==> config.mk <==
export PLATFORM = sky130hd
export DESIGN_NAME = parking_slot_manager
export DESIGN_NICKNAME = d
export VERILOG_FILES = /design/src/rtl/parking_slot_manager_pkg.sv /design/src/rtl/parking_slot_manager_free_slot_encoder.sv /design/src/rtl/parking_slot_manager.sv
export SDC_FILE = /design/constraint.sdc
export NUM_CORES = 1
export LEC_CHECK = 0
export CORE_ASPECT_RATIO = 1.4
export CORE_MARGIN = 2
export CORE_UTILIZATION = 49
export CTS_CLUSTER_DIAMETER = 50
export CTS_CLUSTER_SIZE = 8
export DETAILED_ROUTE_END_ITERATION = 16
export GPL_TIMING_DRIVEN = 1
export PLACE_DENSITY_LB_ADDON = 0.05
export SLEW_MARGIN = 20
export SYNTH_ARGS = -nofsm -noshare
export SYNTH_HDL_FRONTEND = slang
export SYNTH_HIERARCHICAL = 1
export SYNTH_SLANG_ARGS = --single-unit
export TNS_END_PERCENT = 50
==> constraint.sdc <==
create_clock -name clk -period 2.3 [get_ports clk]
set_input_delay 0.46 -clock clk [delete_from_list [all_inputs] [get_ports clk]]
set_output_delay 0.46 -clock clk [all_outputs]
set_load 0.05 [all_outputs]
==> src/rtl/parking_slot_manager_pkg.sv <==
// Shared sizing defaults and FSM state encoding for the parking slot manager.
package parking_slot_manager_pkg;

  localparam int unsigned DEF_NUM_SLOTS   = 8;
  localparam int unsigned DEF_SLOT_W      = 3;
  localparam int unsigned DEF_GATE_CYCLES = 4;

  typedef enum logic [1:0] {
    IDLE       = 2'd0,
    ENTRY_OPEN = 2'd1,
    EXIT_OPEN  = 2'd2
  } state_t;

endpackage

==> src/rtl/parking_slot_manager_free_slot_encoder.sv <==
// Finds the lowest-index free slot in the occupancy vector.
module free_slot_encoder
  import parking_slot_manager_pkg::*;
#(
  parameter int unsigned NUM_SLOTS = DEF_NUM_SLOTS,
  parameter int unsigned SLOT_W    = DEF_SLOT_W
) (
  input  logic [NUM_SLOTS-1:0] occupancy,
  output logic [SLOT_W-1:0]    free_idx,
  output logic                 free_valid
);

  // Scan high to low so the lowest clear bit is the last one written.
  always_comb begin
    free_idx   = '0;
    free_valid = 1'b0;
    for (int i = NUM_SLOTS - 1; i >= 0; i--) begin
      if (!occupancy[i]) begin
        free_idx   = SLOT_W'(i);
        free_valid = 1'b1;
      end
    end
  end

endmodule

==> src/rtl/parking_slot_manager.sv <==
// Slot allocation/free FSM with a timed gate; occupancy feeds the ones-count stage.
module parking_slot_manager
  import parking_slot_manager_pkg::*;
#(
  parameter int unsigned NUM_SLOTS   = DEF_NUM_SLOTS,
  parameter int unsigned SLOT_W      = DEF_SLOT_W,
  parameter int unsigned GATE_CYCLES = DEF_GATE_CYCLES
) (
  input  logic                 clk,
  input  logic                 reset,
  input  logic                 enter_req,
  input  logic                 exit_req,
  input  logic [SLOT_W-1:0]    exit_slot,
  output logic [NUM_SLOTS-1:0] occupancy,
  output logic [SLOT_W-1:0]    assigned_slot,
  output logic                 grant,
  output logic                 deny,
  output logic                 exit_ack,
  output logic                 error,
  output logic                 gate_open,
  output logic                 full,
  output logic                 empty
);

  localparam int unsigned CNT_W = (GATE_CYCLES > 1) ? $clog2(GATE_CYCLES) : 1;
  localparam int unsigned EXT_W = 2 ** SLOT_W;
  localparam logic [CNT_W-1:0] CNT_LOAD = CNT_W'(GATE_CYCLES - 1);

  state_t               state, state_nxt;
  logic [CNT_W-1:0]     cnt, cnt_nxt;
  logic [NUM_SLOTS-1:0] occ_nxt;
  logic [SLOT_W-1:0]    slot_nxt;
  logic                 grant_nxt, deny_nxt, exit_ack_nxt, error_nxt, gate_nxt;

  logic [SLOT_W-1:0]    free_idx;
  logic                 free_valid;
  logic [EXT_W-1:0]     occ_ext;
  logic                 exit_hit;
  logic [NUM_SLOTS-1:0] exit_mask, free_mask;

  free_slot_encoder #(
    .NUM_SLOTS (NUM_SLOTS),
    .SLOT_W    (SLOT_W)
  ) u_free_slot_encoder (
    .occupancy  (occupancy),
    .free_idx   (free_idx),
    .free_valid (free_valid)
  );

  // Zero-extend so an out-of-range exit_slot reads as unoccupied.
  assign occ_ext   = EXT_W'(occupancy);
  assign exit_hit  = occ_ext[exit_slot];
  assign exit_mask = NUM_SLOTS'(1) << exit_slot;
  assign free_mask = NUM_SLOTS'(1) << free_idx;

  assign full  = &occupancy;
  assign empty = ~|occupancy;

  always_comb begin
    state_nxt    = state;
    cnt_nxt      = cnt;
    occ_nxt      = occupancy;
    slot_nxt     = assigned_slot;
    grant_nxt    = 1'b0;
    deny_nxt     = 1'b0;
    exit_ack_nxt = 1'b0;
    error_nxt    = 1'b0;
    gate_nxt     = gate_open;
    case (state)
      IDLE: begin
        gate_nxt = 1'b0;
        // Exit has priority over a simultaneous entry.
        if (exit_req) begin
          if (exit_hit) begin
            occ_nxt      = occupancy & ~exit_mask;
            exit_ack_nxt = 1'b1;
            cnt_nxt      = CNT_LOAD;
            gate_nxt     = 1'b1;
            state_nxt    = EXIT_OPEN;
          end else begin
            error_nxt = 1'b1;
          end
        end else if (enter_req) begin
          if (free_valid) begin
            occ_nxt   = occupancy | free_mask;
            slot_nxt  = free_idx;
            grant_nxt = 1'b1;
            cnt_nxt   = CNT_LOAD;
            gate_nxt  = 1'b1;
            state_nxt = ENTRY_OPEN;
          end else begin
            deny_nxt = 1'b1;
          end
        end
      end
      ENTRY_OPEN, EXIT_OPEN: begin
        if (cnt == '0) begin
          state_nxt = IDLE;
          gate_nxt  = 1'b0;
        end else begin
          cnt_nxt = cnt - CNT_W'(1);
        end
      end
      default: begin
        state_nxt = IDLE;
        gate_nxt  = 1'b0;
      end
    endcase
  end

  always_ff @(posedge clk or posedge reset) begin
    if (reset) begin
      state         <= IDLE;
      cnt           <= '0;
      occupancy     <= '0;
      assigned_slot <= '0;
      grant         <= 1'b0;
      deny          <= 1'b0;
      exit_ack      <= 1'b0;
      error         <= 1'b0;
      gate_open     <= 1'b0;
    end else begin
      state         <= state_nxt;
      cnt           <= cnt_nxt;
      occupancy     <= occ_nxt;
      assigned_slot <= slot_nxt;
      grant         <= grant_nxt;
      deny          <= deny_nxt;
      exit_ack      <= exit_ack_nxt;
      error         <= error_nxt;
      gate_open     <= gate_nxt;
    end
  end

endmodule

==> results by stage <==
Final layout:
- In the layout the commonest cells are clkdlybuf4s50_1, dfrtp_1, nand2_1.
- For this run, the post-layout net count is between 150 and 200.
- Relative to the synthesized area, the layout overhead comes to 29.8%.
- The fraction of layout cells with a size suffix above 1 is about a tenth.
- The fill cell total of the finished layout is 191.
- At the end of the flow the core is filled with cells to 68.6%.
- The number of antenna diodes in the final layout is 0.
- The most frequent standard cell in the layout excluding fill and tap cells is clkdlybuf4s50_1.

Critical path:
- The required time at the endpoint of the critical path is ~1.8 ns.
- Together, buffers and inverters on the worst path number 1.
- Of all nets on the critical path, the largest fanout is 10.
- At the worst endpoint, the arrival time is 1.74 ns.
- The critical path startpoint category is a flip-flop.
- Walking the worst path, the cells encountered are clkdlybuf4s50_1.
- For this run, the slowest stage of the critical path takes between 0.8 and 0.9 ns.
- The kind of cell adding the most delay to the critical path is buffers and inverters.
- The setup path with the least slack is of type reg -> out.
- The critical path endpoint category is an output port.
- The worst-path cell with the longest stage delay is clkdlybuf4s50_1.

Power and ir drop:
- Of the total power, the share spent switching nets is between 50% and 60%.
- The worst-case vdd ir drop is 0.000733 V.
- The cell leakage power is between 0.6 and 0.7 nW.
- The switching power is ~1.1 mW.
- The internal power contribution is about 1.0 mW.
- The power density of the placed cells is approximately 1400 nW/um^2.
- Per report_power, the sequential group accounts for 30.4% of the total.
- Combinational cells account for 59.8% of the total power.
- The share of total power dissipated in the clock network is roughly 9.8%.
- Summing internal, switching and leakage power gives 2.11 mW.

Global routing:
- The first global-routing pass estimated just under 5 mm of wire.
- The initial antenna violation count came to 0.
- The via count of the first global-routing pass is 1048.
- Global routing used between 20% and 30% of the available tracks.
- After global routing the overflow that remains totals 0.
- Entering global routing, the biggest net connects 21 pins.

Timing:
- In the post-route analysis, the smallest setup slack over all paths is 0.105 ns.
- Setup repair after global routing left no endpoint under its margin.
- The remaining max-slew budget at the tightest pin is 58.5%.
- The final-report hold violation count is 0.
- In the finished design, the share of the clock period the worst path needs comes to a little over nine tenths.
- For the pin with the worst max-slew slack, the measured transition is between 0.6 and 0.7 ns.
- The maximum clock rate is 455 MHz.
- The worst-case clock skew is between 0.015 and 0.02 ns.
- For the final routed database, the setup TNS stands at 0 ns.
- The final count of pins violating max slew is 0.
- The number of setup violations in the final report is 0.
- The final critical-path required period is approximately 2.2 ns.

Placement:
- During placement, the flow inserted port buffers numbering 24.
- The total half-perimeter wirelength after legalization and detailed placement is 2.18 mm.
- Timing analysis after detailed placement gives a worst setup slack of 0.0176 ns.
- The final RePlAce weighted congestion is 0.963.

Min path:
- The min-delay analysis places its worst path in the category in -> async.

Detailed routing:
- Before antenna repair, the detailed router went through 4 iterations.
- For this block, the via count after detailed routing is between 1000 and 1500.
- The initial detailed-routing violation count is 44.
- The sum of routed wire length over all layers is 2.87 mm.
- Using the TritonRoute via totals, the vias-per-cell ratio works out to just over 6.
- In the routed design, unresolved DRC markers number 0.
- The post-detailed-route wirelength per cell is between 15 and 20 um.
- The number of nets still failing antenna checks after routing is 0.

Clocking:
- In this run the number of H-tree levels came out at 1.
- The clock passes through at most 2 buffers.
- The number of clock sinks is 20.
- Gates resized during post-CTS repair numbered 0.
- The cell sitting at the root of the clock tree is a clkbuf_4.
- In this run the post-CTS setup repair buffer count came out at 0.
- After clock tree synthesis, the clock-pin slew on the worst setup and hold paths is between 0.1 and 0.15 ns.
- TritonCTS built the clock tree.
- The number of CTS-inserted buffers is 3.
- The insertion delay to the later sink of the worst-skew pair is just over 0.3 ns.
- The number of hold buffers added after CTS was 0.

Floorplanning:
- In this run the count of I/O pins placed on the die edge is 25.
- The die covers roughly 2800 um^2.
- The horizontal die dimension is approximately 45 um.
- After floorplanning, the core was divided into 20 placement rows.
- The area of the core is 2200 um^2.
- Once the floorplan was initialized, standard cells occupied about 53% of the core.
- The vertical extent of the die is 61.7 um.

Synth:
- After synthesis, flip-flops and latches occupy between 40 and 50% of the total area.
- After synthesis the cells add up to around 1200 um^2.
- The synthesized netlist net count is between 100 and 150.
- The compound-cell area share of the yosys netlist is roughly a fifth.
- The most instantiated flip-flop cell in the synthesis netlist is dfrtp_1.
- The total of warnings raised by yosys is 6.
- By area, the combinational part of the netlist is dominated by simple AND/OR/NAND/NOR gates.
- Synthesis produced 129 cells.
- The simple-gate share of the synthesized area is between 20% and 30%.
- The number of flops mapped to enable cells by yosys is 0.
- The fraction of registers with async set/reset is 100%.
- After synthesis, the netlist uses 39 different library cells.
- The multiplexer share of the synthesized area is between 4 and 5%.
- After Yosys synthesis, full adders, half adders and majority gates account for ~2.1% of the synthesized area.
- After synthesis the netlist holds a flip-flop and latch count of 20.
- The post-synthesis share of cell area spent on xor and xnor gates is 0%.
- The synthesized area per cell is between 9 and 10 um^2.

Run status:
- The flow ran to the end, and the final reports show no timing, DRC or antenna violations.

Run:
- The count of max-cap constraint violations is 0.
==> kinds of logic (layout without fill, tap and decap cells) <==
kind of cell               after synthesis  after routing
and+or+nand+nor                         54             54
DFF                                     20             20
muxes                                    5              5
AOI/OAI and AO/OA                       33             33
adders and majority gates                2              2
buffers and inverters                   15             47
==> power groups by stage <==
stage / logic [mW] / registers, mW / clock network [mW]
CTS: 1.26 / 0.639 / 0.208
finish: 1.26 / 0.640 / 0.208
detailed placement: 1.26 / 0.648 / 0
global route: 1.37 / 0.665 / 0.225
global placement: 1.22 / 0.640 / 0
floorplan: 0.569 / 0.936 / 0
==> per-layer routing <==
metal / vias up / GRT usage [%] / share of wire, %
met1: 532 / 29.1 / 42
met4: 0 / 11.8 / 2.3
li1: 541 / - / -
met5: - / 0 / 0
met2: 32 / 41.4 / 52
met3: 7 / 3.76 / 3.8
==> stage by stage <==
step                cells  hold slack (ns)  area, um^2
floorplan             129            0.424        1170
global placement      179            0.462        1480
detailed placement    179            0.475        1480
CTS                   183            0.469        1510
global route          183            0.516        1510
finish                183            0.458        1510
==> synth_stat cells, types with 4 or more instances <==
| cell | number | area, um^2 |
|---|---|---|
| dfrtp_1 | 20 | 500 |
| nand2_1 | 18 | 67.6 |
| inv_1 | 11 | 41.3 |
| nor2_1 | 10 | 37.5 |
| a31oi_1 | 5 | 31.3 |
| a41oi_1 | 5 | 43.8 |
| o21ai_0 | 5 | 25.0 |
| mux2_1 | 4 | 45.0 |
| nand2b_1 | 4 | 25.0 |
| nor3_1 | 4 | 20.0 |
==> path summary, 6_finish.rpt <==
path	start	to	slack (ns)	depth (start not counted)
max in group asynchronous	reset	occupancy[5]	1.62	3
worst max register to register	occupancy[0]	cnt[1]	0.26	6
worst max-delay path	occupancy[0]	occupancy[0]	0.10	1
min in group clk	assigned_slot[2]	assigned_slot[2]	0.50	2
worst min-delay path	reset	occupancy[1]	0.46	3
worst min register to register	assigned_slot[2]	assigned_slot[2]	0.50	2
==> registers in the layout, indices dropped and copies added, names as in the netlist <==
| signal | flops |
|---|---|
| exit_ack | 1 |
| deny | 1 |
| cnt | 2 |
| error | 1 |
| gate_open | 1 |
| grant | 1 |
| occupancy | 8 |
| assigned_slot | 3 |
| state | 2 |
==> final cells by class <==
cell class | count | area (um^2) | area share, %
well taps | 22 | 27.5 | 1.82
inverters | 12 | 45.0 | 2.98
flip-flops and latches | 20 | 500 | 33.1
multi-input cells | 94 | 602 | 39.8
clock buffers | 4 | 36.3 | 2.40
repair buffers | 31 | 300 | 19.9
No activity file was read; power rests on OpenSTA's default activity.
